<file path="config.mk">
export PLATFORM = sky130hd
export DESIGN_NAME = fifo_sync_core
export DESIGN_NICKNAME = d
export VERILOG_FILES = /design/src/rtl/fifo_sync_core.sv
export SDC_FILE = /design/constraint.sdc
export NUM_CORES = 1
export LEC_CHECK = 0
export BUFFER_PORTS_ARGS = -buffer_cell sky130_fd_sc_hd__buf_2
export CAP_MARGIN = 20
export CELL_PAD_IN_SITES_DETAIL_PLACEMENT = 0
export CELL_PAD_IN_SITES_GLOBAL_PLACEMENT = 1
export CORE_UTILIZATION = 42
export CTS_CLUSTER_SIZE = 20
export DETAILED_ROUTE_END_ITERATION = 8
export GPL_TIMING_DRIVEN = 0
export PLACE_DENSITY = 0.71
export SYNTH_ARGS = -nofsm -noshare
export SYNTH_HDL_FRONTEND = slang
export SYNTH_SLANG_ARGS = --single-unit
</file>
<file path="constraint.sdc">
create_clock -name clk_i -period 3.9 [get_ports clk_i]
set_input_delay 0.39 -clock clk_i [delete_from_list [all_inputs] [get_ports clk_i]]
set_output_delay 0.39 -clock clk_i [all_outputs]
set_load 0.02 [all_outputs]
</file>
<file path="src/rtl/fifo_sync_core.sv">
// fifo_sync_core: single-clock first-word-fall-through FIFO with full/empty flags and usage count
module fifo_sync_core #(
  parameter int DATA_WIDTH = 8,
  parameter int DEPTH      = 32
) (
  input  logic                     clk_i,
  input  logic                     rst_ni,
  input  logic                     w_en_i,
  input  logic [DATA_WIDTH-1:0]    w_data_i,
  input  logic                     r_en_i,
  output logic [DATA_WIDTH-1:0]    r_data_o,
  output logic                     w_full_o,
  output logic                     r_empty_o,
  output logic [$clog2(DEPTH):0]   usage_o
);
  localparam int AW = $clog2(DEPTH);
  logic [AW:0] wptr, rptr;
  logic [DATA_WIDTH-1:0] mem [DEPTH];
  logic wr_ok, rd_ok;
  assign wr_ok = w_en_i && !w_full_o;
  assign rd_ok = r_en_i && !r_empty_o;
  assign r_empty_o = wptr == rptr;
  // wrap bits differ but addresses match: the writer is a full lap ahead
  assign w_full_o = (wptr[AW] != rptr[AW]) && (wptr[AW-1:0] == rptr[AW-1:0]);
  assign usage_o = wptr - rptr;
  assign r_data_o = mem[rptr[AW-1:0]];
  always_ff @(posedge clk_i or negedge rst_ni) begin
    if (!rst_ni) begin
      wptr <= '0;
      rptr <= '0;
    end else begin
      if (wr_ok) wptr <= wptr + 1'b1;
      if (rd_ok) rptr <= rptr + 1'b1;
    end
  end
  always_ff @(posedge clk_i) begin
    if (wr_ok) mem[wptr[AW-1:0]] <= w_data_i;
  end
endmodule

</file>
* After elaboration in Yosys (flattened, before gate mapping) *
Memories as Yosys holds them, arrays and structs flattened.
Cells that the tools add are included.
Widths: inputs -> output; s select.

storage, ports and cells
  register bits after elaboration = 12
  latch bits = 0
  bits in writable memories = 256
  memory bits (read-only) = 0
  input bits = 12
  word-level logic and storage cells = 16
  memories = 1

operators by class
  $add $sub $neg = 3
  multipliers = 0
  divide/modulo/power cells = 0
  $lt $le $gt $ge = 0
  equality and inequality tests = 3
  shift-type cells = 0
  mux-type cells = 2
  bitwise gates (word level) = 0
  reduce and logical (&&, ||, !) cells = 5

memory list
  name  words  bits a word  read ports  clocked after Yosys merged registers in  write ports  RTL line  source
  mem   32     8            1           0                                        1            18        logic [DATA_WIDTH-1:0] mem [DEPTH];

operator list
  operator             count
  $add 6x1->6 const B  2
  $eq 6x6->1           1
  $sub 6x6->6          1
  $eq 5x5->1           1
  $logic_and 1x1->1    3
  $logic_not 1->1      2
  $mux 1               2
  $ne 1x1->1           1

* Depth between registers and ports, before layout *
Gate-level depths: netlist of run 1.

  word-level depth = 6
  gate-level depth with buffers = 9
  depth with buffers taken out = 7

* Worst setup path before layout of run 1 *
Ideal clock, no wire load.

  kind = register to register
  from = reg rptr[1]
  to = mem mem[10][0] (enable)
  setup time = 0.370 ns
  arrival = 2.452 ns
  slack = 1.078 ns
  stages on the path, launching flop included = 10
  clock period less this slack = 2.822 ns
  path through = dfrtp_1 > buf_2 > buf_2 > buf_2 > inv_1 > ha_1 > and4_1 > a31oi_4 > nand2_1 > nor2_1

on the way
  cells in the longest elaborated chain, start to end = 6

ends and longest elaborated chain
  element                       RTL line  source
  start, declared               17        logic [AW:0] wptr, rptr;
  start signal, assigned        33        if (rd_ok) rptr <= rptr + 1'b1;
  $eq 5x5->1                    24        assign w_full_o = (wptr[AW] != rptr[AW]) && (wptr[AW-1:0] == rptr[AW-1:0]);
  $logic_and 1x1->1             24
  $logic_not 1->1               20        assign wr_ok = w_en_i && !w_full_o;
  $logic_and 1x1->1             20
  $mux 1                        37        if (wr_ok) mem[wptr[AW-1:0]] <= w_data_i;
  $mux 1 (not written as such)  37
  end, declared                 18

No other way between the ends.

* Worst setup path in the final report of run 1 *
  from = reg rptr[1]
  to = mem mem[20][7] (enable)

Same word-level chain as after synthesis.

==> out/results.tsv, run 1 <==
stage	metric	value	unit
cells_and_area	fin nets	631	
global_routing	first-pass GRT wire length	35200	um
worst_setup_path	CP max stage delay	0.62	ns
cts	Root Buffer	clkbuf_16	
cells_and_area	most frequent cells in the layout	256 x edfxtp_1, 36 x buf_2, 32 x mux2i_1, 30 x nor2_2, 27 x clkbuf_16	
cts	Num CTS Buffers	27	
cts	Max Root-Sink Buffers	3	
worst_setup_path	Crit path max-delay family	simple AND/OR/NAND/NOR gates	
floorplan	Die ar.	0.0264	mm2
route	via count	5463	
timing	clk_skew	0.00957	ns
cts	clock-pin slew on the worst setup and hold paths	0.06	ns
route	DR iter-0 viols	490	
hold_path	Hold WC Path Type	in2reg	
timing	Setup violations, final	0	
floorplan	Die Y	162	um
cts	worst skew pair latency	0.53	ns
cts	Sink Count	268	
place	Place WS	-0.151	ns
worst_setup_path	Setup Crit Path Kind	reg2reg	
floorplan	initial core utilization	42.9	%
route	Routed wire per std cell	24.8	um
place	Post-DP HPWL	15100	um
pwr	Power Total	9560	uW
pwr	Seq pwr share	36.3	%
flow_run	max_cap viols	0	
route	WL final	23700	um
pwr	Max rail drop VDD	0.456	mV
worst_setup_path	cell-by-cell trace of the critical path	buf_2, buf_2, buf_2, inv_1, ha_1, and4_1, a31oi_4, nand2_1, nor2_2	
timing	Slew HR	50.5	%
yosys	Mapped Nets	574	
global_routing	initial antenna violation count	0	
route	Final ANT Viol Nets	0	
route	First-pass DRT Iterations	5	
pwr	Sw Pwr	3160	uW
yosys	ys flop type	edfxtp_1	
global_routing	grt met2 use	31.0	%
global_routing	GR Util met1	24.7	%
worst_setup_path	WP buf/inv	4	
pwr	Sw Share	33.0	%
worst_setup_path	crit path from	rptr[1]$_DFFE_PN0P_	
timing	Worst Tran Pin Value	0.743	ns
worst_setup_path	crit-path max FO	10	
global_routing	largest net degree at the start of global routing	33	
cells_and_area	Fillers	2001	
timing	final setup margin	0.00329	ns
timing	final slew viol count	0	
floorplan	io pins	28	
cts	# Post-CTS Setup Buffers	0	
floorplan	FP Rows	58	
pwr	Clk pwr share	29.6	%
timing	RSZ-0062 raised after global routing	true	
timing	min cycle time layout	3.90	ns
place	port bufs	27	
pwr	leakage	0.00413	uW
worst_setup_path	FF-to-FF setup slack	0.003	ns
worst_setup_path	Worst setup EP type	flip-flop	
place	Final GP Congestion	0.822	
route	routed vias/inst	5.70	
worst_setup_path	startpoint types	flip-flop	
yosys	synthesized area	0.0108	mm2
yosys	Synth cell types	42	
worst_setup_path	worst r2r src	rptr[1]$_DFFE_PN0P_	
pwr	internal power	6410	uW
hold_path	Hold Startpoint	r_en_i	
worst_setup_path	critical path's slowest cell	nor2_2	
timing	final worst-path cycle share	99.9	%
global_routing	M3 GR Usage	2.88	%
worst_setup_path	Crit path required time	4.06	ns
worst_setup_path	Arr. time, crit path	4.06	ns
cts	H-tree Lvls	1	
pwr	Cell Pwr Density	769	mW/mm2
global_routing	remaining global-route overflow	0	
cts	CTS tree	yes	
yosys	register bit total from synthesis	268	
yosys	Synth async-reset ratio	4.48	%
global_routing	number of global-route vias before repair	5571	
cells_and_area	ant diodes	0	
worst_setup_path	CP most frequent cell	buf_2	
yosys	Gate Count Post-Synth	551	
global_routing	most crowded layer after global routing	met2	
yosys	Ys Warns	0	
route	number of remaining DRC errors	0	
cells_and_area	synthesis-to-layout area growth	15.1	%
status	status	finished clean	
yosys	register area share after synthesis	73.9	%
yosys	Post-synth EDFFs	256	
cells_and_area	leading cell type in the layout, fill and taps excluded	edfxtp_1	
floorplan	core area	0.0252	mm2
timing	final hold vios	0	
timing	Max Clock Freq	257	MHz
floorplan	Die Wd	162	um
pwr	combinational fraction of design power	34.1	%
yosys	Synth Area per Inst	19.6	um2
cells_and_area	layout cells sized above 1	23.6	%
global_routing	GRT Total Usage	18.4	%
-- power groups by stage --
stage	sequential, uW	clock, uW	combinational (uW)
3_5_place_dp	3540	0	3220
2_1_floorplan	3500	0	2210
5_1_grt	3490	2970	3470
6_report	3470	2830	3260
3_3_place_gp	3530	0	3170
4_1_cts	3480	2870	3250
-- kinds of logic (layout without fill, tap and decap cells) --
family                     count (synthesis)  in the layout  synth area share [%]
buffers and inverters                     39            116                  2.06
DFF                                      268            268                  73.9
xor gates and xnor gates                  13             13                  1.12
AOI/OAI and AO/OA                         68             68                  4.71
and+or+nand+nor                           72             72                  3.12
muxes                                     80             80                  13.8
adders and majority gates                 11             11                  1.34
-- final cells by class --
| type | count | area [um2] | share of cell area (%) |
|---|---|---|---|
| flip-flops and latches | 268 | 7990 | 64.2 |
| multi-input cells | 244 | 2690 | 21.6 |
| clock buffers | 36 | 729 | 5.86 |
| well taps | 330 | 413 | 3.32 |
| clock inverters | 13 | 256 | 2.06 |
| plain buffers | 28 | 181 | 1.46 |
| repair buffers | 28 | 145 | 1.17 |
| inverters | 11 | 41.3 | 0.332 |
-- routing by layer --
metal,share of wire (%),vias up
met4,2.9,0
li1,-,2391
met2,50,176
met1,41,2857
met3,5.5,39
met5,0,-
-- stage by stage --
| step | area, um2 | util, % | setup TNS (ns) | instances | hold WS [ns] |
|---|---|---|---|---|---|
| CTS | 12400 | 49.2 | -10.48 | 958 | 0.201 |
| detailed placement | 11400 | 45.1 | -15.43 | 908 | 0.296 |
| finish | 12400 | 49.4 | 0 | 958 | 0.205 |
| floorplan | 10800 | - | 0 | 551 | 0.0944 |
| global route | 12400 | 49.4 | -21.60 | 958 | 0.222 |
| global placement | 11400 | 45.1 | -4.13 | 908 | 0.281 |
-- worst paths after layout --
| path | to | cells after the start |
|---|---|---|
| worst max-delay path | mem[20][7]$_DFFE_PP_ | 9 |
| worst min-delay path | rptr[0]$_DFFE_PN0P_ | 3 |
| worst max register to register | mem[20][7]$_DFFE_PP_ | 9 |
| worst min register to register | wptr[5]$_DFFE_PN0P_ | 1 |
| max in group asynchronous | rptr[3]$_DFFE_PN0P_ | 2 |
| min in group asynchronous | wptr[1]$_DFFE_PN0P_ | 2 |
-- tightest hold or removal path: stages --
cell and delay [ns]:
buf_2 0.10, o31ai_1 0.11, xnor2_1 0.08
-- what timing repair did --
item / in CTS / in global routing
setup endpoints to repair: 192 / 240
endpoints found under the hold margin: 12 / 0
hold buffers: 1 / 0
gates resized for setup: 12 / 22
-- registers in the layout (all words and copies together) (netlist names) --
register / count
rptr: 6
mem: 256
wptr: 6
-- cell usage after synthesis, drive strengths merged, types with 3 or more instances --
library cell  instances  share of area, %
a21oi                17              0.79
and3                  3              0.17
buf                  19               1.4
nor3                  4              0.19
inv                  10              0.35
mux2i                32               3.0
nor2                 37               1.3
nand3b                4              0.28
nand4                 6              0.35
edfxtp              256                71
a211oi                9              0.62
a22oi                 8              0.56
dfrtp                12               2.8
ha                   10               1.2
o221ai               16               1.3
clkbuf                9              0.32
mux4                 48                11
a22o                  8              0.65
nand2                10              0.37
xnor2                11              0.89
Note: power is estimated with default switching activity, not from simulation.
==> run 2: changes to the inputs <==
--- a/config.mk
+++ b/config.mk
@@ -9,11 +9,11 @@
 export CAP_MARGIN = 20
 export CELL_PAD_IN_SITES_DETAIL_PLACEMENT = 0
 export CELL_PAD_IN_SITES_GLOBAL_PLACEMENT = 1
-export CORE_UTILIZATION = 42
+export CORE_UTILIZATION = 30
 export CTS_CLUSTER_SIZE = 20
 export DETAILED_ROUTE_END_ITERATION = 8
 export GPL_TIMING_DRIVEN = 0
-export PLACE_DENSITY = 0.71
+export PLACE_DENSITY = 0.56
 export SYNTH_ARGS = -nofsm -noshare
 export SYNTH_HDL_FRONTEND = slang
 export SYNTH_SLANG_ARGS = --single-unit
==> out/results.tsv, run 2 (same netlist as run 1, synthesis figures left out) <==
stage	metric	value	unit
worst_setup_path	Worst setup EP type	flip-flop	
worst_setup_path	Setup Crit Path Kind	reg2reg	
route	WL final	24200	um
floorplan	Die Y	192	um
timing	post-route setup TNS	-0.0516	ns
cells_and_area	leading cell type in the layout, fill and taps excluded	edfxtp_1	
timing	Worst Tran Pin Value	0.732	ns
place	Post-DP HPWL	15700	um
route	Routed wire per std cell	22.2	um
floorplan	FP Rows	69	
timing	Setup violations, final	4	
worst_setup_path	startpoint types	flip-flop	
timing	min cycle time layout	3.91	ns
worst_setup_path	Crit path required time	4.06	ns
timing	Slew HR	51.2	%
cells_and_area	layout cells sized above 1	24.3	%
cts	# Post-CTS Setup Buffers	0	
cts	Root Buffer	clkbuf_16	
global_routing	largest net degree at the start of global routing	33	
pwr	leakage	0.00411	uW
global_routing	initial antenna violation count	0	
place	Final GP Congestion	0.759	
pwr	Max rail drop VDD	0.383	mV
worst_setup_path	crit-path max FO	10	
status	status	complete, but fails checks	
global_routing	first-pass GRT wire length	36100	um
floorplan	core area	0.0355	mm2
cts	CTS tree	yes	
worst_setup_path	worst-case reg-to-reg path depth	9	
worst_setup_path	Arr. time, crit path	4.07	ns
place	port bufs	27	
cts	worst skew pair latency	0.54	ns
global_routing	number of global-route vias before repair	5585	
route	routed vias/inst	4.88	
pwr	Cell Pwr Density	745	mW/mm2
route	number of remaining DRC errors	0	
timing	final slew viol count	0	
status	failing checks	negative setup slack	
route	First-pass DRT Iterations	5	
cts	H-tree Lvls	1	
timing	final hold vios	0	
worst_setup_path	FF-to-FF setup slack	-0.01	ns
cells_and_area	most frequent cells in the layout	256 x edfxtp_1, 36 x buf_2, 32 x mux2i_1, 32 x nor2_2, 27 x clkbuf_16	
cells_and_area	fin nets	631	
cts	Num CTS Buffers	27	
cts	Sink Count	268	
hold_path	hold depth	3	
cts	Max Root-Sink Buffers	3	
cells_and_area	ant diodes	0	
cells_and_area	fin util	35.3	%
global_routing	remaining global-route overflow	0	
floorplan	Die ar.	0.0368	mm2
cts	clock-pin slew on the worst setup and hold paths	0.06	ns
floorplan	initial core utilization	30.5	%
route	via count	5323	
hold_path	Hold WC Path Type	in2reg	
timing	Max Clock Freq	256	MHz
floorplan	Die Wd	192	um
cells_and_area	synthesis-to-layout area growth	15.7	%
route	Final ANT Viol Nets	0	
timing	clk_skew	0.0184	ns
floorplan	io pins	28	
global_routing	GRT Total Usage	13.5	%
timing	final setup margin	-0.0134	ns
flow_run	max_cap viols	0	
route	DR iter-0 viols	371	
timing	final worst-path cycle share	100	%
cells_and_area	max FFs per register	256	
timing	RSZ-0062 raised after global routing	true	
==> run 2: timing repair <==
action | 4_1_cts | 5_1_grt
hold endpoints to repair | 12 | 0
hold buffers | 1 | 0
endpoints found under the setup margin | 200 | 248
resized for setup | 13 | 19
==> run 2: worst paths after layout <==
| check | startpoint | endpoint |
|---|---|---|
| hold reg to reg | rptr[5]$_DFFE_PN0P_ | rptr[5]$_DFFE_PN0P_ |
| setup / recovery | rptr[1]$_DFFE_PN0P_ | mem[22][5]$_DFFE_PP_ |
| min in group asynchronous | rst_ni | wptr[1]$_DFFE_PN0P_ |
| setup reg to reg | rptr[1]$_DFFE_PN0P_ | mem[22][5]$_DFFE_PP_ |
| max in group asynchronous | rst_ni | rptr[0]$_DFFE_PN0P_ |
| hold / removal | r_en_i | rptr[0]$_DFFE_PN0P_ |
==> run 2: through the flow <==
| stage | cell area [um2] | std cells | power, uW | setup WS [ns] | hold WS [ns] |
|---|---|---|---|---|---|
| after floorplan | 10800 | 551 | 5710 | 1.08 | 0.0944 |
| after global placement | 11500 | 1039 | 6760 | -0.190 | 0.288 |
| after detailed placement | 11500 | 1039 | 6790 | -0.201 | 0.300 |
| after CTS | 12500 | 1090 | 9410 | -0.200 | 0.168 |
| after global routing | 12500 | 1090 | 9750 | -0.192 | 0.198 |
| final | 12500 | 1090 | 9320 | -0.0134 | 0.181 |
==> run 2: cell type report <==
cell class / instances / area, um2
buffer: 28 / 181
clock buffer: 29 / 683
sequential: 268 / 7990
fill: 3254 / 23000
multi-input combinational: 244 / 2680
inverter: 11 / 41.3
clock inverter: 21 / 211
tap: 461 / 577
timing repair buffer: 28 / 145
==> run 2: power by group <==
group	switching, uW	internal, uW
Combinational	2000	1240
Clock	1070	1530
Sequential	85.9	3390
==> run 2: critical path, cell delays in order, from the launching register on <==
cell,delay [ns]
dfrtp_1,0.42
buf_2,0.27
buf_2,0.32
buf_2,0.37
inv_1,0.13
ha_1,0.32
and4_1,0.25
a31oi_4,0.35
nand2_1,0.50
nor2_2,0.60
==> run 2: layer usage <==
| layer | global-route usage (%) | wire [um] |
|---|---|---|
| met1 | 18.0 | 10800 |
| met2 | 23.1 | 12200 |
| met3 | 1.64 | 740 |
| met4 | 3.54 | 390 |
| met5 | 0 | 0 |
==> run 3: changes to the inputs <==
--- a/config.mk
+++ b/config.mk
@@ -13,7 +13,7 @@
 export CTS_CLUSTER_SIZE = 20
 export DETAILED_ROUTE_END_ITERATION = 8
 export GPL_TIMING_DRIVEN = 0
-export PLACE_DENSITY = 0.56
+export PLACE_DENSITY_LB_ADDON = 0.1
 export SYNTH_ARGS = -nofsm -noshare
 export SYNTH_HDL_FRONTEND = slang
 export SYNTH_SLANG_ARGS = --single-unit
==> constraint.sdc (replaced) <==
create_clock -name clk_i -period 3.15 [get_ports clk_i]
set_input_delay 0.315 -clock clk_i [delete_from_list [all_inputs] [get_ports clk_i]]
set_output_delay 0.315 -clock clk_i [all_outputs]
set_load 0.02 [all_outputs]
==> out/results.tsv, run 3 (same netlist as run 1, synthesis figures left out) <==
stage	metric	value	unit
floorplan	io pins	28	
worst_setup_path	Worst setup EP type	output port	
cts	Root Buffer	clkbuf_16	
cells_and_area	synthesis-to-layout area growth	20.9	%
route	via count	5340	
cells_and_area	fin nets	640	
hold_path	Hold WC Path Type	in2reg	
timing	final slew viol count	0	
place	port bufs	27	
floorplan	Die ar.	0.0368	mm2
cells_and_area	leading cell type in the layout, fill and taps excluded	edfxtp_1	
global_routing	largest net degree at the start of global routing	33	
cts	Num CTS Buffers	30	
global_routing	number of global-route vias before repair	5790	
cts	Max Root-Sink Buffers	3	
worst_setup_path	Setup Crit Path Kind	reg2out	
pwr	leakage	0.00427	uW
place	Final GP Congestion	0.702	
cts	CTS tree	yes	
timing	RSZ-0062 raised after global routing	false	
route	Final ANT Viol Nets	0	
floorplan	core area	0.0355	mm2
pwr	Cell Pwr Density	960	mW/mm2
route	Routed wire per std cell	24.2	um
cells_and_area	layout cells sized above 1	29.8	%
cells_and_area	most frequent cells in the layout	256 x edfxtp_1, 33 x nor2_4, 31 x buf_2, 31 x mux2i_1, 31 x clkbuf_16	
route	routed vias/inst	4.85	
cts	H-tree Lvls	1	
cts	clock-pin slew on the worst setup and hold paths	0.06	ns
timing	min cycle time layout	3.02	ns
route	number of remaining DRC errors	0	
worst_setup_path	startpoint types	flip-flop	
worst_setup_path	Arr. time, crit path	2.70	ns
status	status	finished clean	
pwr	Max rail drop VDD	0.400	mV
floorplan	Die Wd	192	um
worst_setup_path	Crit path required time	2.83	ns
flow_run	max_cap viols	0	
cells_and_area	ant diodes	0	
floorplan	initial core utilization	30.5	%
place	placed insts	1039	
cells_and_area	fin util	36.9	%
timing	Max Clock Freq	332	MHz
floorplan	FP Rows	69	
timing	final worst-path cycle share	95.7	%
timing	post-route setup TNS	0	ns
timing	final hold vios	0	
timing	clk_skew	0.0122	ns
cells_and_area	Finished Layout Cells	1102	
timing	Hold WS	0.104	ns
timing	Worst Tran Pin Value	0.798	ns
timing	Slew HR	46.8	%
global_routing	first-pass GRT wire length	39500	um
global_routing	GRT Total Usage	15.1	%
cts	worst skew pair latency	0.55	ns
floorplan	Die Y	192	um
timing	Setup violations, final	0	
place	Post-DP HPWL	16800	um
route	DR iter-0 viols	283	
cts	Sink Count	268	
route	First-pass DRT Iterations	5	
global_routing	initial antenna violation count	0	
worst_setup_path	crit-path max FO	10	
route	WL final	26700	um
cells_and_area	max FFs per register	256	
global_routing	remaining global-route overflow	0	
[run 3: changes by cell type in the layout (fill, tap and decap cells not counted), moves of 5 or more]
cell        previous run  this run
buf_2                 36        31
clkinvlp_4             1         6
clkbuf_1              10         5
a211oi_1               9         1
nor2_4                 0        33
clkinv_2              11         3
a211oi_2               0         8
buf_4                  3         9
nor2_2                32         0
[run 3: metal layers]
metal / vias up / share of wire (%) / global-route usage [%]
met5: - / 0 / 0
met4: 0 / 1.8 / 3.30
met2: 81 / 48 / 24.7
li1: 2420 / - / -
met1: 2805 / 47 / 21.4
met3: 34 / 2.8 / 1.85
[run 3: where the power goes]
group	leakage [uW]	switching [uW]	internal, uW	total [uW]
Clock	0.000503	1440	2290	3720
Sequential	0.00245	104	4200	4300
Combinational	0.00131	2800	1720	4530
Total	0.00427	4350	8210	12600
[run 3: timing repair]
item                                   in CTS  in global routing
endpoints found under the hold margin      12                  0
gates resized for setup                   100                 13
setup endpoints to repair                 269                  7
pin swaps                                   2                  3
buffers inserted                            2                  4
cloned                                      0                  0
hold buffers                                1                  0
[run 3: critical path, stage by stage, from the launching register on]
cell	delay [ns]
dfrtp_2	0.39
buf_8	0.15
buf_8	0.17
buf_12	0.15
inv_1	0.08
ha_1	0.31
nor2b_1	0.14
o21a_1	0.20
o21a_1	0.20
o211ai_1	0.18
buf_4	0.17
[run 3: cell type report]
type	count	area, um2
Tap cell	461	577
Fill cell	3294	22400
Clock buffer	32	779
Multi-Input combinational cell	244	2950
Timing Repair Buffer	34	205
Clock inverter	24	293
Sequential cell	268	7990
Inverter	11	42.5
Buffer	28	235
[run 3: worst paths after layout]
path / from / endpoint / slack, ns / depth (start not counted)
setup reg to reg: rptr[1]$_DFFE_PN0P_ / mem[23][4]$_DFFE_PP_ / 0.37 / 10
min in group asynchronous: rst_ni / wptr[5]$_DFFE_PN0P_ / 0.20 / 2
max in group asynchronous: rst_ni / rptr[1]$_DFFE_PN0P_ / 2.69 / 2
hold reg to reg: wptr[5]$_DFFE_PN0P_ / wptr[5]$_DFFE_PN0P_ / 0.53 / 1
setup / recovery: rptr[1]$_DFFE_PN0P_ / usage_o[5] / 0.13 / 10
hold / removal: r_en_i / rptr[0]$_DFFE_PN0P_ / 0.10 / 3
[run 3: per-stage QoR]
step                instance area (um2)  setup WS [ns]  power (uW)
detailed placement                11500          -1.19        8560
finish                            13100          0.135       12600
global route                      13100        0.00870       13200
global placement                  11500          -1.13        8550
floorplan                         10800          0.328        7070
CTS                               13000      0.0000628       12700
